$ cat config.mk
export PLATFORM = sky130hd
export DESIGN_NAME = oled_power_sequencer
export DESIGN_NICKNAME = d
export VERILOG_FILES = /design/src/rtl/oled_power_sequencer.sv
export SDC_FILE = /design/constraint.sdc
export NUM_CORES = 1
export LEC_CHECK = 0
export CAP_MARGIN = 5
export CORE_ASPECT_RATIO = 0.6
export CORE_MARGIN = 5
export CORE_UTILIZATION = 44
export DETAILED_ROUTE_END_ITERATION = 6
export GPL_TIMING_DRIVEN = 0
export HOLD_SLACK_MARGIN = 0.03
export PLACE_DENSITY = 0.79
export RECOVER_POWER = 25
export SETUP_SLACK_MARGIN = 0.15
export SLEW_MARGIN = 15
export SYNTH_ARGS = -nofsm -noshare
export SYNTH_HDL_FRONTEND = slang
export SYNTH_SLANG_ARGS = --single-unit
$ cat constraint.sdc
create_clock -name clk -period 2.3 [get_ports clk]
set_input_delay 0.23 -clock clk [delete_from_list [all_inputs] [get_ports clk]]
set_output_delay 0.23 -clock clk [all_outputs]
set_load 0.02 [all_outputs]
$ cat src/rtl/oled_power_sequencer.sv
// ============================================================================
// oled_power_sequencer
//
// Power-up / power-down sequencer for the PmodOLEDrgb panel. It drives
// PMODEN, RES# and VCCEN in the order the panel datasheet requires. Between
// reset release and VCC enable it hands control to the init-command sender.
// Each wait is timed by an external microsecond delay timer. The sequencer
// loads a delay into that timer with a one-cycle update strobe and moves on
// when the timer returns its done pulse.
//
// Optional feature (compile-time macro):
//   OLED_INIT_TIMEOUT_EN
//     Defined: a cycle counter runs while waiting for init_ack. If it reaches
//     INIT_TIMEOUT_CYCLES, the sticky fault flag is set and the panel is
//     powered back down to OFF.
//     Undefined: INIT waits indefinitely, fault is tied low and no counter
//     is built.
//
// Ports:
//   clk                 in   system clock
//   rst_n               in   asynchronous active-low reset
//   power_on            in   one-cycle request to start power-up
//   power_off           in   one-cycle request to start power-down
//   timer_update_match  out  one-cycle load strobe to the delay timer
//   timer_match         out  delay in microseconds; valid with the strobe and
//                            held between strobes
//   timer_done          in   one-cycle delay-expired pulse from the timer
//   init_req            out  level; the init command sender may run
//   init_ack            in   one-cycle pulse; init commands are complete
//   pmoden              out  panel logic supply enable
//   res_n               out  panel reset, active low
//   vccen               out  panel high-voltage enable
//   powered             out  sequence complete, panel is on
//   busy                out  high in every state except OFF and ON
//   fault               out  sticky init-timeout flag
// ============================================================================
module oled_power_sequencer #(
    parameter int          CLOCK_COUNT_W       = 32,
    parameter int unsigned DELAY_PMOD_US       = 20000,
    parameter int unsigned DELAY_RES_US        = 3,
    parameter int unsigned DELAY_VCC_US        = 25000,
    parameter int unsigned DELAY_VCCOFF_US     = 400000,
    parameter int unsigned INIT_TIMEOUT_CYCLES = 1048576
) (
    input  logic                     clk,
    input  logic                     rst_n,
    input  logic                     power_on,
    input  logic                     power_off,
    output logic                     timer_update_match,
    output logic [CLOCK_COUNT_W-1:0] timer_match,
    input  logic                     timer_done,
    output logic                     init_req,
    input  logic                     init_ack,
    output logic                     pmoden,
    output logic                     res_n,
    output logic                     vccen,
    output logic                     powered,
    output logic                     busy,
    output logic                     fault
);

    // ------------------------------------------------------------------
    // Elaboration checks: every delay must fit the timer match bus.
    // Values are never silently truncated.
    // ------------------------------------------------------------------
    if (CLOCK_COUNT_W < 1) begin : g_chk_width
        $error("oled_power_sequencer: CLOCK_COUNT_W must be at least 1");
    end

    if (CLOCK_COUNT_W < 32) begin : g_chk_fit
        if (((DELAY_PMOD_US   >> CLOCK_COUNT_W) != 0) ||
            ((DELAY_RES_US    >> CLOCK_COUNT_W) != 0) ||
            ((DELAY_VCC_US    >> CLOCK_COUNT_W) != 0) ||
            ((DELAY_VCCOFF_US >> CLOCK_COUNT_W) != 0)) begin : g_fail
            $error("oled_power_sequencer: a delay parameter does not fit CLOCK_COUNT_W");
        end
    end

    if (INIT_TIMEOUT_CYCLES < 1) begin : g_chk_timeout
        $error("oled_power_sequencer: INIT_TIMEOUT_CYCLES must be at least 1");
    end

    // A zero load would never produce a done pulse and would stall the
    // sequence. Each delay is therefore clamped to at least one microsecond.
    function automatic logic [CLOCK_COUNT_W-1:0] load_value(input int unsigned delay_us);
        return (delay_us == 0) ? CLOCK_COUNT_W'(1) : CLOCK_COUNT_W'(delay_us);
    endfunction

    localparam logic [CLOCK_COUNT_W-1:0] LOAD_PMOD   = load_value(DELAY_PMOD_US);
    localparam logic [CLOCK_COUNT_W-1:0] LOAD_RES    = load_value(DELAY_RES_US);
    localparam logic [CLOCK_COUNT_W-1:0] LOAD_VCC    = load_value(DELAY_VCC_US);
    localparam logic [CLOCK_COUNT_W-1:0] LOAD_VCCOFF = load_value(DELAY_VCCOFF_US);

    typedef enum logic [2:0] {
        S_OFF         = 3'd0,
        S_PMOD_WAIT   = 3'd1,
        S_RES_LOW     = 3'd2,
        S_RES_HIGH    = 3'd3,
        S_INIT        = 3'd4,
        S_VCC_WAIT    = 3'd5,
        S_ON          = 3'd6,
        S_VCCOFF_WAIT = 3'd7
    } state_t;

    state_t state;

    // power_off before VCC is up needs no discharge wait. The sequencer
    // simply drops the logic supply and returns to OFF.
    logic early_abort;
    assign early_abort = power_off &&
                         ((state == S_PMOD_WAIT) || (state == S_RES_LOW) ||
                          (state == S_RES_HIGH)  || (state == S_INIT));

`ifdef OLED_INIT_TIMEOUT_EN
    localparam int TO_W = (INIT_TIMEOUT_CYCLES > 1) ? $clog2(INIT_TIMEOUT_CYCLES) : 1;
    localparam logic [TO_W-1:0] TO_LAST = TO_W'(INIT_TIMEOUT_CYCLES - 1);

    // Counts the cycles spent in INIT. It is cleared on entry to INIT.
    logic [TO_W-1:0] init_cnt;
`else
    assign fault = 1'b0;
`endif

    always_ff @(posedge clk or negedge rst_n) begin
        if (!rst_n) begin
            state              <= S_OFF;
            pmoden             <= 1'b0;
            res_n              <= 1'b1;
            vccen              <= 1'b0;
            init_req           <= 1'b0;
            powered            <= 1'b0;
            busy               <= 1'b0;
            timer_update_match <= 1'b0;
            timer_match        <= '0;
`ifdef OLED_INIT_TIMEOUT_EN
            fault              <= 1'b0;
            init_cnt           <= '0;
`endif
        end else begin
            timer_update_match <= 1'b0;

            if (early_abort) begin
                state    <= S_OFF;
                pmoden   <= 1'b0;
                res_n    <= 1'b1;
                init_req <= 1'b0;
                busy     <= 1'b0;
            end else begin
                case (state)
                    S_OFF: begin
                        // If power_off arrives in the same cycle, it cancels the request.
                        if (power_on && !power_off) begin
                            state              <= S_PMOD_WAIT;
                            pmoden             <= 1'b1;
                            busy               <= 1'b1;
                            timer_update_match <= 1'b1;
                            timer_match        <= LOAD_PMOD;
`ifdef OLED_INIT_TIMEOUT_EN
                            fault              <= 1'b0;
`endif
                        end
                    end

                    S_PMOD_WAIT: begin
                        if (timer_done) begin
                            state              <= S_RES_LOW;
                            res_n              <= 1'b0;
                            timer_update_match <= 1'b1;
                            timer_match        <= LOAD_RES;
                        end
                    end

                    S_RES_LOW: begin
                        if (timer_done) begin
                            state              <= S_RES_HIGH;
                            res_n              <= 1'b1;
                            timer_update_match <= 1'b1;
                            timer_match        <= LOAD_RES;
                        end
                    end

                    S_RES_HIGH: begin
                        if (timer_done) begin
                            state    <= S_INIT;
                            init_req <= 1'b1;
`ifdef OLED_INIT_TIMEOUT_EN
                            init_cnt <= '0;
`endif
                        end
                    end

                    S_INIT: begin
                        if (init_ack) begin
                            state              <= S_VCC_WAIT;
                            init_req           <= 1'b0;
                            vccen              <= 1'b1;
                            timer_update_match <= 1'b1;
                            timer_match        <= LOAD_VCC;
                        end
`ifdef OLED_INIT_TIMEOUT_EN
                        else if (init_cnt == TO_LAST) begin
                            state    <= S_OFF;
                            init_req <= 1'b0;
                            pmoden   <= 1'b0;
                            busy     <= 1'b0;
                            fault    <= 1'b1;
                        end else begin
                            init_cnt <= init_cnt + 1'b1;
                        end
`endif
                    end

                    S_VCC_WAIT: begin
                        // VCC is already up, so power-down must wait for the discharge delay.
                        if (power_off) begin
                            state              <= S_VCCOFF_WAIT;
                            vccen              <= 1'b0;
                            timer_update_match <= 1'b1;
                            timer_match        <= LOAD_VCCOFF;
                        end else if (timer_done) begin
                            state   <= S_ON;
                            powered <= 1'b1;
                            busy    <= 1'b0;
                        end
                    end

                    S_ON: begin
                        if (power_off) begin
                            state              <= S_VCCOFF_WAIT;
                            powered            <= 1'b0;
                            vccen              <= 1'b0;
                            busy               <= 1'b1;
                            timer_update_match <= 1'b1;
                            timer_match        <= LOAD_VCCOFF;
                        end
                    end

                    S_VCCOFF_WAIT: begin
                        if (timer_done) begin
                            state  <= S_OFF;
                            pmoden <= 1'b0;
                            busy   <= 1'b0;
                        end
                    end

                    default: begin
                        state    <= S_OFF;
                        pmoden   <= 1'b0;
                        res_n    <= 1'b1;
                        vccen    <= 1'b0;
                        init_req <= 1'b0;
                        powered  <= 1'b0;
                        busy     <= 1'b0;
                    end
                endcase
            end
        end
    end

endmodule

Word-level counts from Yosys, hierarchy flattened. Cells that the tools add are included.

Output and inout bits: 40. Word-level logic and storage cells: 99. Flip-flop bits (word level): 42.

Muxes and demuxes: 42. Bitwise logic cells: 1. Reductions and logical operators: 24. Equal/unequal tests: 23.

Operator list (number): $mux 32 (4); $pmux 32 s4 (1); $mux 3 (10); $ne 3x3->1 const B (8); $pmux 3 s8 (1); $mux 1 (19); $eq 3x3->1 const B (4); $ne 2x2->1 const B (5); $pmux 1 s2 (5); $reduce_and 3->1 (3); $reduce_bool 3->1 (3); $pmux 1 s4 (2); $reduce_and 4->1 (2); $reduce_and 8->1 (1); $eq 3x2->1 const B (2); $reduce_and 6->1 (1); $reduce_and 5->1 (1); $reduce_bool 5->1 (1); $ne 2x1->1 const B (2); $ne 4x4->1 const B (1); $reduce_bool 2->1 (2); $reduce_bool 4->1 (1); $reduce_or 2->1 (2); $eq 3x1->1 const B (1); other kinds (5) (8).

Logic depth before layout (Yosys ltp). Gate-level depths: netlist (run 1).

Depth in word-level cells: 7. Mapped depth: 7.

Worst setup path after synthesis (run 1). No wires, ideal clock.

Path kind: reg2reg. Start: register state[2]. End: register timer_match[11]. Cell stages (with the launch flop): 5. Required time: 2176 ps. Setup time: 124 ps. Slack: 651 ps. Data arrival time: 1525 ps. Path buffers: 0. Cell sequence: dfrtp_1 > or4b_4 > o32ai_2 > o211ai_2 > a211o_1.

Cells in the longest elaborated chain, start to end: 7. Elaborated cells between the ends (all ways): 21. Classes of those cells: 10 x eq/ne; 1 x mux; 1 x bitwise; 9 x reduce/logical.

Ends and longest elaborated chain: start, declared (line 105) `state_t state;`; start signal, assigned (line 126) `state <= S_OFF;`; start signal, assigned (line 143) `state <= S_OFF;`; start signal, assigned (line 153) `state <= S_PMOD_WAIT;`; $eq 3x1->1 / $eq 3x2->1 (equally long branches) (line 111, 149); $logic_or 1x1->1 (2 in series) (line 111) `((state == S_PMOD_WAIT) || (state == S_RES_LOW) ||`; $logic_or 1x1->1 (line 112) `(state == S_RES_HIGH) || (state == S_INIT));`; $logic_and 1x1->1 (line 110) `assign early_abort = power_off &&`; $not 1->1 (no line); $reduce_and 6->1 (no line); end signal, assigned (line 134) `timer_match <= '0;`; end signal, assigned (line 157) `timer_match <= LOAD_PMOD;`; end signal, assigned (line 169) `timer_match <= LOAD_RES;`; end, declared (line 50) `output logic [CLOCK_COUNT_W-1:0] timer_match,`.

Several ways; a longest one is shown, not always the timed one. A chain may end at the register's enable or synchronous reset.

Worst setup path in the final report (run 1).
Start: input port power_off. End: register timer_match[11].

Cells in the longest elaborated chain, start to end: 4. Elaborated cells between the ends (all ways): 7. Classes of those cells: 2 x eq/ne; 1 x bitwise; 4 x reduce/logical.

Ends and longest elaborated chain: start, declared (line 48) `input logic power_off,`; $logic_not 1->1 (line 152) `if (power_on && !power_off) begin`; $logic_and 1x1->1 (line 152); $ne 2x2->1 (no line); $reduce_and 6->1 (no line) *; end signal, assigned (line 157); end signal, assigned (line 169); end signal, assigned (line 178) `timer_match <= LOAD_RES;`.

Every way passes the cells marked *; elsewhere a longest branch is shown, timed or not.

==> results of run 1 <==
-- worst max-delay path, stage by stage --
cell and delay (ns):
clkdlybuf4s50_1 0.48, buf_2 0.22, nor2b_1 0.16, a22oi_1 0.36, o211ai_2 0.24, a211o_1 0.33
-- power groups by stage --
stage	Clock [mW]	Combinational, mW	Sequential (mW)
final	0.228	1.21	0.508
after floorplan	0	0.660	0.621
after global routing	0.247	1.30	0.524
after detailed placement	0	1.20	0.512
after global placement	0	1.19	0.507
after CTS	0.232	1.21	0.510
-- cells by family after synthesis --
logic type | count (synthesis) | synth area share (%)
compound gates | 45 | 24.4
xor+xnor | 1 | 0.693
buf+inv | 44 | 21.6
flops | 17 | 33.8
mux | 2 | 1.68
other cells | 1 | 0.297
simple gates | 41 | 17.6
-- cell type report --
type | instances | area share [%]
Inverter | 7 | 1.56
Clock inverter | 1 | 0.298
Tap cell | 34 | 2.53
Timing Repair Buffer | 26 | 15.5
Clock buffer | 3 | 2.46
Sequential cell | 17 | 25.4
Multi-Input combinational cell | 108 | 37.6
Buffer | 37 | 14.7
-- through the flow --
stage	instance area (um2)	utilization (%)	total power [mW]
after floorplan	1330	-	1.28
after global placement	1630	58.0	1.69
after detailed placement	1630	58.0	1.71
after CTS	1680	59.7	1.95
after global routing	1680	59.7	2.07
final	1680	59.7	1.94
-- how the worst min path moves through the flow --
stage | from | to | cells after the start
final | timer_match[7] | timer_match[7] | 1
after global routing | timer_match[10] | timer_match[10] | 1
after CTS | rst_n | timer_match[1] | 1
after detailed placement | timer_match[7] | timer_match[7] | 1
after global placement | timer_match[7] | timer_match[7] | 1
after floorplan | rst_n | busy | 0
-- state kept, by name, summed over array words and instances, names as in the netlist --
signal and flops:
timer_update_match 1, powered 1, state 3, pmoden 1, init_req 1, busy 1
vccen 1, timer_match 7, res_n 1
-- cell usage in the layout (no fill, tap or decap), types with 2 or more instances in the layout --
cell type	count
a211oi_1	2
a21o_1	5
a21oi_1	7
a221oi_1	2
a31oi_1	2
buf_2	8
buf_4	26
clkbuf_1	2
clkbuf_8	3
clkdlybuf4s50_1	25
conb_1	19
dfrtp_1	16
inv_1	7
nand2_1	14
nand3_1	4
nor2_1	5
nor2b_1	7
nor3_1	2
nor4b_1	3
o21ai_0	14
-- routing by layer --
layer	part of all wire [%]	up-vias
met3	12	4
met5	0	-
met2	43	68
met1	45	539
met4	0.74	0
li1	-	586
==> flow_metrics.env, run 1 <==
export IMPL_status="complete, no violations"
export IMPL_drc=0
export IMPL_yosysTopAreaCellShare_pct=31.7
export IMPL_netlist_instances=151
export IMPL_clk_path_buf_depth=2
export IMPL_critical_path_startpoint="power_off"
export IMPL_powerDensity_mw_per_mm2=1150
export IMPL_io_buffers=26
export IMPL_dpl_hpwl_mm=2.52
export IMPL_ant_nets=0
export IMPL_vdd_ir_drop_max_v=0.000600
export IMPL_power_frac_comb_pct=62.1
export IMPL_synth_largest_area_cell="dfrtp_1"
export IMPL_netlist_area_mm2=0.00126
export IMPL_cts_made_buffers=3
export IMPL_hold_worst_slack_ns=0.479
export IMPL_cts_resized=0
export IMPL_worstMarginPinSlew_ns=0.781
export IMPL_yosys_most_used_dff="dfrtp_1"
export IMPL_post_cts_setup_buffer_count=0
export IMPL_fillers=270
export IMPL_synth_most_common_cell="buf_4"
export IMPL_slew_headroom_pct=47.8
export IMPL_reg2reg_to="timer_match[11]"
export IMPL_cp_end_kind="flip-flop"
export IMPL_dr_pass1_iters=4
export IMPL_place_gp_congestion=0.913
export IMPL_vias=1197
export IMPL_cts_sinks=17
export IMPL_synth_edf_count=0
export IMPL_cp_required_ns=2.44
export IMPL_hold_path_class="reg -> reg"
export IMPL_worstSetupPathType="in -> reg"
export IMPL_die_h_um=51.5
export IMPL_worst_slack_ns=0.428
export IMPL_synth_commonest_cells="26 x buf_4, 16 x dfrtp_1, 14 x nand2_1, 14 x o21ai_0, 8 x buf_2"
export IMPL_net_switching_power_uw=837
export IMPL_seqCellArea_um2=427
export IMPL_post_place_ws_ns=0.199
export IMPL_synth_seq_area_share_pct=33.8
export IMPL_cap_violations=0
export IMPL_synth_area_leaders="dfrtp_1 32%, buf_4 15%, o21ai_0 5.5%"
export IMPL_grt_ovfl_total=0
export IMPL_share_seq_of_total_power_pct=26.2
export IMPL_dieArea_mm2=0.00408
export IMPL_gr_usage_met1_pct=24.5
export IMPL_wl_per_cell_um=13.9
export IMPL_grt_busiest_layer="met1"
export IMPL_reg2reg_from="state[2]"
export IMPL_start_kind="input port"
export IMPL_grt_first_pass_wirelength_mm=5.44
export IMPL_drtIter0Drc=86
export IMPL_r2r_cells=4
export IMPL_synth_area_per_cell_um2=8.37
export IMPL_setup_tns_final_ns=0
export IMPL_cts_hold_buf=0
export IMPL_viasPerCell=5.14
export IMPL_clkLatencyLatePin_ns=0.25
export IMPL_cts_clk_slew_worst_paths_ns=0.07
export IMPL_fin_crit_sh_pct=81.4
export IMPL_period_minus_slack_ns=1.87
export IMPL_cts_tree="yes"
export IMPL_synthArstFlopShare_pct=100
export IMPL_final_cell_count_no_fill=233
export IMPL_cellLeakagePower_nw=0.832
export IMPL_max_clock_freq_ghz=0.534
export IMPL_hold_viol=0
export IMPL_cts_root_buf="clkbuf_8"
export IMPL_synth_seq_cells=17
export IMPL_rsz0062_at_grt="false"
export IMPL_met3_usage_pct=5.19
export IMPL_fp_dieW_um=79.2
export IMPL_crit_arrival_ns=2.01
export IMPL_rows=15
export IMPL_htree_levels=1
export IMPL_ioPinCount=46
export IMPL_synth_cell_types=42
export IMPL_setup_worst_path_end="timer_match[11]"
export IMPL_grt_pass1_vias=1124
export IMPL_drive_gt1_share_pct=21.6
export IMPL_antenna_found_initial=0
export IMPL_start_util_pct=44.9
export IMPL_routed_wl_mm=3.23
export IMPL_grt_max_degree=18
export IMPL_clock_skew_ns=0.00437
export IMPL_diodes=0
export IMPL_multiInputGateArea_um2=632
export IMPL_yosys_warnings=0
export IMPL_clkPwrFrac_pct=11.7
export IMPL_core_area_mm2=0.00282
export IMPL_syn2layout_area_growth_pct=33.0
export IMPL_grt_use_total_pct=16.8
export IMPL_gr_usage_met2_pct=24.4
export IMPL_fin_nets=206
export IMPL_path_max_fanout=10
export IMPL_dp_cells=229
export IMPL_finalSetupViolations=0
export IMPL_p_int_mw=1.10
export IMPL_maxSlewViolCount=0
export IMPL_switching_share_pct=43.1
export IMPL_rrSetupSlack_ns=0.47
No activity file was read; power rests on OpenSTA's default activity.
==> inputs of run 2 (changes only) <==
- CORE_UTILIZATION: 44 -> 40
- PLACE_DENSITY: 0.79 -> 0.76
- clock period: 2.3 -> 1.62 ns (I/O delays scaled with it)
==> run 2 against run 1 <==
Effect of this change:
- the run now ends with negative setup slack left
- sequential power increased by 43%
- critical path depth is 2 lower
- register-to-register slack lost 0.53 ns
- first-iteration DRC count fell by 15%
==> flow_metrics.env, run 2 (same netlist as run 1, synthesis figures left out) <==
export IMPL_cts_sinks=17
export IMPL_start_util_pct=42.9
export IMPL_clock_skew_ns=0.00262
export IMPL_reg_top3="timer_match (7), state (3)"
export IMPL_vias=1179
export IMPL_fin_crit_sh_pct=104
export IMPL_fp_dieW_um=82.6
export IMPL_grt_pass1_vias=1188
export IMPL_ioPinCount=46
export IMPL_hold_viol=0
export IMPL_layout_commonest_cell="buf_4"
export IMPL_worstMarginPinSlew_ns=0.783
export IMPL_hold_worst_slack_ns=0.427
export IMPL_viasPerCell=4.81
export IMPL_rsz0062_at_grt="true"
export IMPL_htree_levels=1
export IMPL_cts_root_buf="clkbuf_8"
export IMPL_clk_path_buf_depth=2
export IMPL_syn2layout_area_growth_pct=42.4
export IMPL_cp_required_ns=1.77
export IMPL_total_power_mw=2.91
export IMPL_top_register="timer_match"
export IMPL_vdd_ir_drop_max_v=0.000931
export IMPL_maxSlewViolCount=0
export IMPL_crit_chain="or4b_4 -> o32ai_2 -> o211ai_2 -> a211o_1"
export IMPL_core_area_mm2=0.00295
export IMPL_cpMaxStageDelayCell="or4b_4"
export IMPL_cts_clk_slew_worst_paths_ns=0.07
export IMPL_rows=15
export IMPL_cellLeakagePower_nw=0.929
export IMPL_period_minus_slack_ns=1.68
export IMPL_crit_arrival_ns=1.82
export IMPL_cts_tree="yes"
export IMPL_clkLatencyLatePin_ns=0.26
export IMPL_drc=0
export IMPL_routed_wl_mm=3.48
export IMPL_diodes=0
export IMPL_place_gp_congestion=0.904
export IMPL_hold_path_class="in -> async"
export IMPL_dpl_hpwl_mm=2.51
export IMPL_cp_slowest_stage_delay_ns=0.52
export IMPL_io_buffers=26
export IMPL_worstSetupPathType="reg -> reg"
export IMPL_grt_use_total_pct=17.0
export IMPL_dr_pass1_iters=4
export IMPL_antenna_found_initial=0
export IMPL_finalSetupViolations=2
export IMPL_cp_end_kind="flip-flop"
export IMPL_fin_nets=210
export IMPL_grt_ovfl_total=0
export IMPL_violations="negative setup slack"
export IMPL_drtIter0Drc=73
export IMPL_status="complete, but fails checks"
export IMPL_start_kind="flip-flop"
export IMPL_max_clock_freq_ghz=0.596
export IMPL_path_max_fanout=6
export IMPL_die_h_um=53.5
export IMPL_wl_per_cell_um=14.2
export IMPL_final_cell_mix="35 x buf_4, 19 x conb_1, 15 x dfrtp_1, 14 x nand2_1, 12 x clkdlybuf4s50_1"
export IMPL_drive_gt1_share_pct=29.6
export IMPL_powerDensity_mw_per_mm2=1610
export IMPL_grt_first_pass_wirelength_mm=5.58
export IMPL_largest_reg_flops=7
export IMPL_worst_slack_ns=-0.0589
export IMPL_dieArea_mm2=0.00442
export IMPL_ant_nets=0
export IMPL_cap_violations=0
export IMPL_grt_max_degree=18
export IMPL_slew_headroom_pct=47.6
export IMPL_cts_made_buffers=3
## run 2: changes by cell type in the layout (fill, tap and decap cells not counted), sizes merged
cell / change
clkinv: -1
dlymetal6s2s: +3
dlygate4sd2: +9
buf: +3
clkdlybuf4s50: -13
clkbuf: +3
## run 2: worst paths after layout
path                           startpoint              end  slack, ns  depth (start not counted)
max                              state[2]  timer_match[11]      -0.06                          4
min                                 rst_n         state[1]       0.43                          1
max reg2reg                      state[2]  timer_match[11]      -0.06                          4
min reg2reg                timer_match[7]   timer_match[7]       0.50                          1
max in group asynchronous           rst_n         state[2]       0.66                          1
min in group clk                 power_on           pmoden       0.46                          4
## run 2: timing repair
action / in CTS / in global routing
resized for setup: 31 / 10
pin swaps: 2 / 3
endpoints found under the hold margin: 0 / 0
hold buffers: 0 / 0
endpoints found under the setup margin: 23 / 17
buffers inserted: 4 / 0
## run 2: per-stage QoR
stage               TNS [ns]  setup WS (ns)  std cells  area [um2]  util, %
global route          -0.542         -0.124        245        1800     61.1
detailed placement     -4.53         -0.418        237        1640     55.8
floorplan                  0         0.0457        169        1330        -
global placement       -3.74         -0.387        237        1640     55.8
finish               -0.0735        -0.0589        245        1800     61.1
CTS                  -0.0306        -0.0306        245        1780     60.6
## run 2: where the power goes
part	switching, mW	internal, mW	total, mW
logic	1.01	0.850	1.86
registers	0.124	0.600	0.724
clock network	0.151	0.175	0.326
## run 2: routing by layer
layer	GRT usage (%)	vias to the layer above	wire, um
met4	4.62	0	13
li1	-	592	-
met1	25.0	534	1620
met2	23.9	51	1560
met5	0	-	0
met3	5.02	2	297
## run 2: area by class of cell
class                      instances  area [um2]
sequential                        17         428
multi-input combinational        108         688
fill                             271        1150
tap                               42        52.6
timing repair buffer              30         280
inverter                           7        26.3
buffer                            37         279
clock buffer                       4        45.0
## run 2: critical path: cells and delay by family (launching register included)
kind               cells  cell delay [ns]
DFF                    1             0.45
and+or+nand+nor        1             0.52
AOI/OAI and AO/OA      3             0.59
==> inputs of run 3 (changes only) <==
- GPL_TIMING_DRIVEN: 0 -> default
- PLACE_DENSITY: 0.76 -> 0.72
==> run 3 against run 2 <==
Effect of this change:
- the run still ends with negative setup slack left
- clock power about the same
- via count increased by 2.8%
- utilization increased by 2.3 points
- clock skew increased by 0.0043 ns
- sequential cell count unchanged
- critical endpoint unchanged
==> flow_metrics.env, run 3 (same netlist as run 1, synthesis figures left out) <==
export IMPL_cts_sinks=17
export IMPL_hold_viol=0
export IMPL_worstMarginPinSlew_ns=0.596
export IMPL_worstSetupPathType="reg -> reg"
export IMPL_cellLeakagePower_nw=0.939
export IMPL_ioPinCount=46
export IMPL_cts_tree="yes"
export IMPL_routed_wl_mm=3.74
export IMPL_dr_pass1_iters=4
export IMPL_grt_max_degree=19
export IMPL_period_minus_slack_ns=1.65
export IMPL_cts_clk_slew_worst_paths_ns=0.07
export IMPL_antenna_found_initial=0
export IMPL_syn2layout_area_growth_pct=47.8
export IMPL_path_max_fanout=5
export IMPL_slew_headroom_pct=60.3
export IMPL_dieArea_mm2=0.00442
export IMPL_fp_dieW_um=82.6
export IMPL_largest_reg_flops=7
export IMPL_powerDensity_mw_per_mm2=1710
export IMPL_place_gp_congestion=0.890
export IMPL_viasPerCell=5.05
export IMPL_grt_first_pass_wirelength_mm=5.77
export IMPL_clkLatencyLatePin_ns=0.26
export IMPL_net_switching_power_mw=1.38
export IMPL_final_cell_mix="30 x buf_4, 19 x conb_1, 18 x clkdlybuf4s50_1, 15 x dfrtp_1, 14 x nand2_1"
export IMPL_final_cell_count_no_fill=240
export IMPL_cp_required_ns=1.76
export IMPL_htree_levels=1
export IMPL_dp_cells=230
export IMPL_die_h_um=53.5
export IMPL_placed_area_mm2=0.00162
export IMPL_reg2reg_from="state[0]"
export IMPL_grt_pass1_vias=1149
export IMPL_finalSetupViolations=1
export IMPL_seqCellArea_um2=428
export IMPL_hold_path_class="in -> async"
export IMPL_cts_hold_buf=0
export IMPL_rrSetupSlack_ns=-0.03
export IMPL_reg2reg_to="timer_match[11]"
export IMPL_rsz0062_at_grt="true"
export IMPL_diodes=0
export IMPL_rows=15
export IMPL_worst_slack_ns=-0.0260
export IMPL_cts_made_buffers=3
export IMPL_wl_per_cell_um=15.6
export IMPL_power_frac_comb_pct=66.1
export IMPL_vdd_ir_drop_max_v=0.000973
export IMPL_crit_arrival_ns=1.79
export IMPL_reg_top3="timer_match (7), state (3)"
export IMPL_setup_worst_path_end="timer_match[11]"
export IMPL_top_register="timer_match"
export IMPL_clk_path_buf_depth=2
export IMPL_start_util_pct=42.9
export IMPL_drc=0
export IMPL_grt_use_total_pct=17.6
export IMPL_vias=1212
export IMPL_clkPwrFrac_pct=10.3
export IMPL_layout_commonest_cell="buf_4"
export IMPL_p_int_mw=1.81
export IMPL_clock_skew_ns=0.00688
export IMPL_max_clock_freq_ghz=0.608
export IMPL_cap_violations=0
export IMPL_io_buffers=26
export IMPL_hold_worst_slack_ns=0.253
export IMPL_maxSlewViolCount=0
export IMPL_cts_root_buf="clkbuf_8"
export IMPL_share_seq_of_total_power_pct=23.6
export IMPL_multiInputGateArea_um2=752
export IMPL_critical_path_startpoint="state[0]"
export IMPL_final_area_mm2=0.00187
export IMPL_start_kind="flip-flop"
export IMPL_fin_crit_sh_pct=102
export IMPL_core_area_mm2=0.00295
export IMPL_switching_share_pct=43.3
export IMPL_drive_gt1_share_pct=32.3
export IMPL_status="complete, but fails checks"
export IMPL_r2r_cells=4
export IMPL_fillers=246
export IMPL_cp_end_kind="flip-flop"
export IMPL_drtIter0Drc=51
export IMPL_violations="negative setup slack"
export IMPL_setup_tns_final_ns=-0.0260
export IMPL_ant_nets=0
export IMPL_dpl_hpwl_mm=2.67
export IMPL_grt_ovfl_total=0
export IMPL_fin_nets=205
## run 3: power by group through the flow
stage	clock network, mW	registers [mW]	logic [mW]
3_3_place_gp	0	0.737	1.71
6_report	0.328	0.751	2.11
5_1_grt	0.364	0.775	2.26
3_5_place_dp	0	0.746	1.75
2_1_floorplan	0	0.881	0.941
4_1_cts	0.339	0.743	1.97
## run 3: metal layers
layer	global-route usage (%)	routed length [um]	up-vias
met5	0	0	-
met4	2.45	24	0
met3	4.68	297	2
met2	28.2	1650	54
met1	24.6	1760	573
li1	-	-	583
## run 3: through the flow
stage	power, mW	worst slack, ns	util, %
floorplan	1.82	0.0457	-
detailed placement	2.50	-0.266	55.1
global route	3.40	-0.0764	63.4
global placement	2.45	-0.236	55.1
finish	3.19	-0.0260	63.4
CTS	3.05	-0.0508	60.9
## run 3: what timing repair did
| item | CTS | global route |
|---|---|---|
| pin swaps | 5 | 5 |
| resized for setup | 22 | 19 |
| setup endpoints to repair | 14 | 20 |
| buffers inserted | 6 | 0 |
## run 3: worst min-delay path by stage
stage | end | cells after the start
after floorplan | busy | 0
final | state[0] | 1
after global placement | timer_match[10] | 1
after CTS | state[0] | 1
after global routing | state[0] | 1
after detailed placement | state[1] | 1
## run 3: layout make-up
class / instances / share of cell area [%]
clock buffer: 3 / 2.21
clock inverter: 1 / 0.268
multi-input combinational: 108 / 40.3
sequential: 17 / 22.9
timing repair buffer: 62 / 30.1
tap: 42 / 2.81
inverter: 7 / 1.41
## run 3: critical path, cell delays in order, from the launching register on
cell and delay [ns]:
dfrtp_1 0.42, or4b_4 0.54, o32ai_4 0.14, o211ai_4 0.15, a211o_1 0.27
==> variant 1: new RTL, flow settings as in run 1 <==
Add a define of `OLED_INIT_TIMEOUT_EN`.
--- a/src/rtl/oled_power_sequencer.sv
+++ b/src/rtl/oled_power_sequencer.sv
@@ -34,6 +34,8 @@
 //   busy                out  high in every state except OFF and ON
 //   fault               out  sticky init-timeout flag
 // ============================================================================
+`define OLED_INIT_TIMEOUT_EN
+
 module oled_power_sequencer #(
     parameter int          CLOCK_COUNT_W       = 32,
     parameter int unsigned DELAY_PMOD_US       = 20000,
Formal check against the unedited RTL: same outputs for any inputs over 10 cycles, from zero or initial values and one cycle with rst_n low; that may be too few to reach the edited logic, so the function may still have changed.
==> variant 1 against run 1 <==
Setup slack got worse by 340 ps. Design area grew 83%. Synthesized area increased by 86%. Power increased by 53%. Clock power up 110%. Wire length grew 100%. Non-clock buffer count up 21. Sequential cell count rose by 21. Sequential power increased by 84%. Critical path type is now reg -> reg. Largest cell class unchanged. Highest routed layer unchanged.
==> variant 1: results (changes against run 1) <==
DR pass1 iterations 6 (+2); # port buffers 27 (+3.8%); top flop regs init_cnt (20), timer_match (7), state (3); mux share of post-synthesis cell area 1.33% (-0.35 points); worst hold path class in -> async; Fillers 431 (+60%); grt met2 use 27.1% (+2.7 points); Slew @ Worst Pin 761 ps (-19.8 ps); Post-Synth XOR/XNOR Area 2.61% (+1.9 points); outcome finished, final reports clean; Final Wtd Congestion 0.939 (+2.8%); worst-path maximum fanout 6 (-4); Critical Path RT 2520 ps (+80 ps); Cell Count, Final, Fillers Out 404 (+73%); global-route usage over all layers 17.5% (+0.72 points); per-cell routed wire length 16.0 um (+15%); met3 usage 3.68% (-1.5 points); H-tree depth 2 (+1); syn_area_per_cell 8.74 um2 (+4.4%); Iter 0 DRT Violations 233 (+170%); leakage 1.38 nW (+66%); worst setup path class reg -> reg; Synth Area in Adders 0.532% (+0.53 points); Yosys cell types 55 (+31%); met1 usage 24.7% (+0.20 points); reg-to-reg startpoint state[0]$_DFFE_PN0P_; clk_lat worst skew 290 ps (+40 ps); VDD IR max 0.556 mV (-7.4%); via-per-instance ratio 5.63 (+9.7%); Fin Clk Skew 3.59 ps (-0.785 ps); Nets 344 (+67%)
## variant 1: final cells by class
class	count	area share [%]
Multi-Input combinational cell	202	40.9
Sequential cell	38	31.0
Timing Repair Buffer	44	12.7
Buffer	40	9.07
Clock buffer	7	2.81
Tap cell	66	2.69
Inverter	6	0.732
Clock inverter	1	0.163
## variant 1: worst paths after layout
check / cells after the start / to / slack (ps)
max reg2reg: 6 / init_cnt[17]$_DFFE_PN0P_ / 80
min: 2 / init_cnt[3]$_DFFE_PN0P_ / 370
max: 6 / init_cnt[17]$_DFFE_PN0P_ / 80
min reg2reg: 1 / timer_match[10]$_DFFE_PN0P_ / 480
max in group asynchronous: 3 / init_cnt[1]$_DFFE_PN0P_ / 860
min in group clk: 1 / timer_match[10]$_DFFE_PN0P_ / 480
## variant 1: worst max-delay path, stage by stage, from the launching register on
cell       delay (ps)
dfrtp_1           380
buf_6             130
or4b_4            590
a2111oi_4         320
o211ai_2          190
or3_1             380
a21oi_2           160
## variant 1: per-stage QoR
step,cell area (um2),utilization [%]
2_1_floorplan,2410,-
3_3_place_gp,2770,54.0
3_5_place_dp,2780,54.2
4_1_cts,2930,57.1
5_1_grt,3080,60.0
6_report,3080,60.0
## variant 1: layer usage
| metal | part of all wire, % | wire length (um) | vias to the layer above |
|---|---|---|---|
| met4 | 2.2 | 139 | 0 |
| met3 | 9.3 | 601 | 25 |
| met2 | 44 | 2830 | 134 |
| li1 | - | - | 1051 |
| met1 | 45 | 2890 | 1066 |
| met5 | 0 | 0 | - |
## variant 1: cell families (layout without fill, tap and decap cells)
family                     Yosys count  in the layout
adders and majority gates            1              1
buffers and inverters               46             98
DFF                                 38             38
muxes                                3              3
xor gates and xnor gates             7              7
and+or+nand+nor                    100            100
other                                1             18
AOI/OAI and AO/OA                   73             73
## variant 1: where the power goes
part	leakage (nW)	internal, mW	switching (mW)	total (mW)
Sequential	0.504	0.826	0.109	0.934
Combinational	0.827	0.721	0.846	1.57
Clock	0.0482	0.242	0.235	0.477
## variant 1: what timing repair did
item,CTS,global route
buffers inserted,3,10
endpoints found under the hold margin,7,0
pin swaps,5,14
endpoints found under the setup margin,23,26
hold buffers,1,0
resized for setup,7,31
gates cloned,0,2
==> variant 2: new RTL, config.mk and constraints of run 1 <==
Made on the original files. The 8 states of `state_t` get a one-hot encoding in 8 bits.
--- a/src/rtl/oled_power_sequencer.sv
+++ b/src/rtl/oled_power_sequencer.sv
@@ -91,15 +91,15 @@
     localparam logic [CLOCK_COUNT_W-1:0] LOAD_VCC    = load_value(DELAY_VCC_US);
     localparam logic [CLOCK_COUNT_W-1:0] LOAD_VCCOFF = load_value(DELAY_VCCOFF_US);
 
-    typedef enum logic [2:0] {
-        S_OFF         = 3'd0,
-        S_PMOD_WAIT   = 3'd1,
-        S_RES_LOW     = 3'd2,
-        S_RES_HIGH    = 3'd3,
-        S_INIT        = 3'd4,
-        S_VCC_WAIT    = 3'd5,
-        S_ON          = 3'd6,
-        S_VCCOFF_WAIT = 3'd7
+    typedef enum logic [7:0] {
+        S_OFF         = 8'b00000001,
+        S_PMOD_WAIT   = 8'b00000010,
+        S_RES_LOW     = 8'b00000100,
+        S_RES_HIGH    = 8'b00001000,
+        S_INIT        = 8'b00010000,
+        S_VCC_WAIT    = 8'b00100000,
+        S_ON          = 8'b01000000,
+        S_VCCOFF_WAIT = 8'b10000000
     } state_t;
 
     state_t state;
Function: no difference found for any inputs over 10 cycles, from zero or initial values and one cycle with rst_n low; not proved beyond that.
==> variant 2 against run 1 <==
Fmax is 17% lower. Sequential cell count up 5. Cell count is 29% higher. Setup slack lost 380 ps. Non-clock buffer count grew 22. Design area grew 40%. Synthesized area is 28% higher. Wire length increased by 45%. Count of clock-buffer cells in the layout stayed put. Power up 13%. Largest power group unchanged. Highest routed layer unchanged.
==> variant 2: results (changes against run 1) <==
outcome finished, final reports clean; met3 usage 4.04% (-1.1 points); grt met2 use 26.4% (+2.0 points); global-route wire length before repair 7410 um (+36%); synth top area cells dfrtp_1, buf_4, nand2_1; Nets 262 (+27%); Setup crit end timer_match[1]$_DFFE_PN0P_; Iter 0 DRT Violations 186 (+120%); Yosys cell types 50 (+19%); largest reg by FF count state; Hold Crit Endpoint timer_match[10]$_DFFE_PN0P_; reg2reg path depth 7 (+3); layout cell share with drive strength beyond 1 38.2% (+17 points); detailed-route wire length 4680 um (+45%); leakage 1.13 nW (+35%); syn_area_per_cell 8.77 um2 (+4.7%); Hold Crit Depth 2 (+1); worst-path maximum fanout 8 (-2); placed cell area 2010 um2 (+23%); sequential area share after synthesis 34.1% (+0.34 points); hold_ws 481 ps (+1.93 ps); VDD IR max 0.613 mV (+2.1%); Max-slew headroom 32.1% (-16 points); postcts setup bufs 7 (+7); r2r setup slk 50 ps (-420 ps); arrival time worst endpoint 2400 ps (+390 ps); Hold Path Origin timer_match[10]$_DFFE_PN0P_; per-cell routed wire length 15.6 um (+12%); # resized after CTS 13 (+13); met1 usage 29.2% (+4.7 points); largest net degree at the start of global routing 23 (+5); top flop regs state (8), timer_match (7); Fin Clk Skew 2.38 ps (-2.00 ps); Crit. Startpoint state[5]$_DFFE_PN0P_; CP max-delay cell or4_4; global-route usage over all layers 18.6% (+1.8 points); commonest cells in the netlist buf_4, dfrtp_1, nand2_1; via-per-instance ratio 5.18 (+0.82%); pre-CTS WS -231 ps (-431 ps); Final Wtd Congestion 0.952 (+4.2%); post-DP HPWL 3240 um (+29%); CP delay by family, top simple AND/OR/NAND/NOR gates
[variant 2: layout make-up]
cell class | instances | area (um2)
Clock buffer | 3 | 41.3
Fill cell | 290 | 1260
Timing Repair Buffer | 48 | 433
Sequential cell | 22 | 554
Multi-Input combinational cell | 138 | 970
Buffer | 37 | 280
Inverter | 6 | 22.5
Tap cell | 47 | 58.8
[variant 2: where the power goes]
part           leakage [nW]  internal (mW)  switching, mW
logic                 0.819          0.671          0.717
clock network        0.0216          0.117          0.116
registers             0.286          0.492         0.0793
total                  1.13           1.28          0.912
[variant 2: cell families (layout without fill, tap and decap cells)]
group | after synthesis | after routing | synth area share (%)
simple gates | 68 | 68 | 23.4
buf+inv | 43 | 94 | 17.8
compound gates | 38 | 38 | 16.1
flops | 22 | 22 | 34.1
xor+xnor | 7 | 7 | 3.78
mux | 6 | 6 | 4.55
other cells | 1 | 19 | 0.231
[variant 2: per-layer routing]
layer,up-vias,wire (um)
met2,75,2150
met4,0,13
met1,736,2100
met5,-,0
met3,2,413
li1,746,-
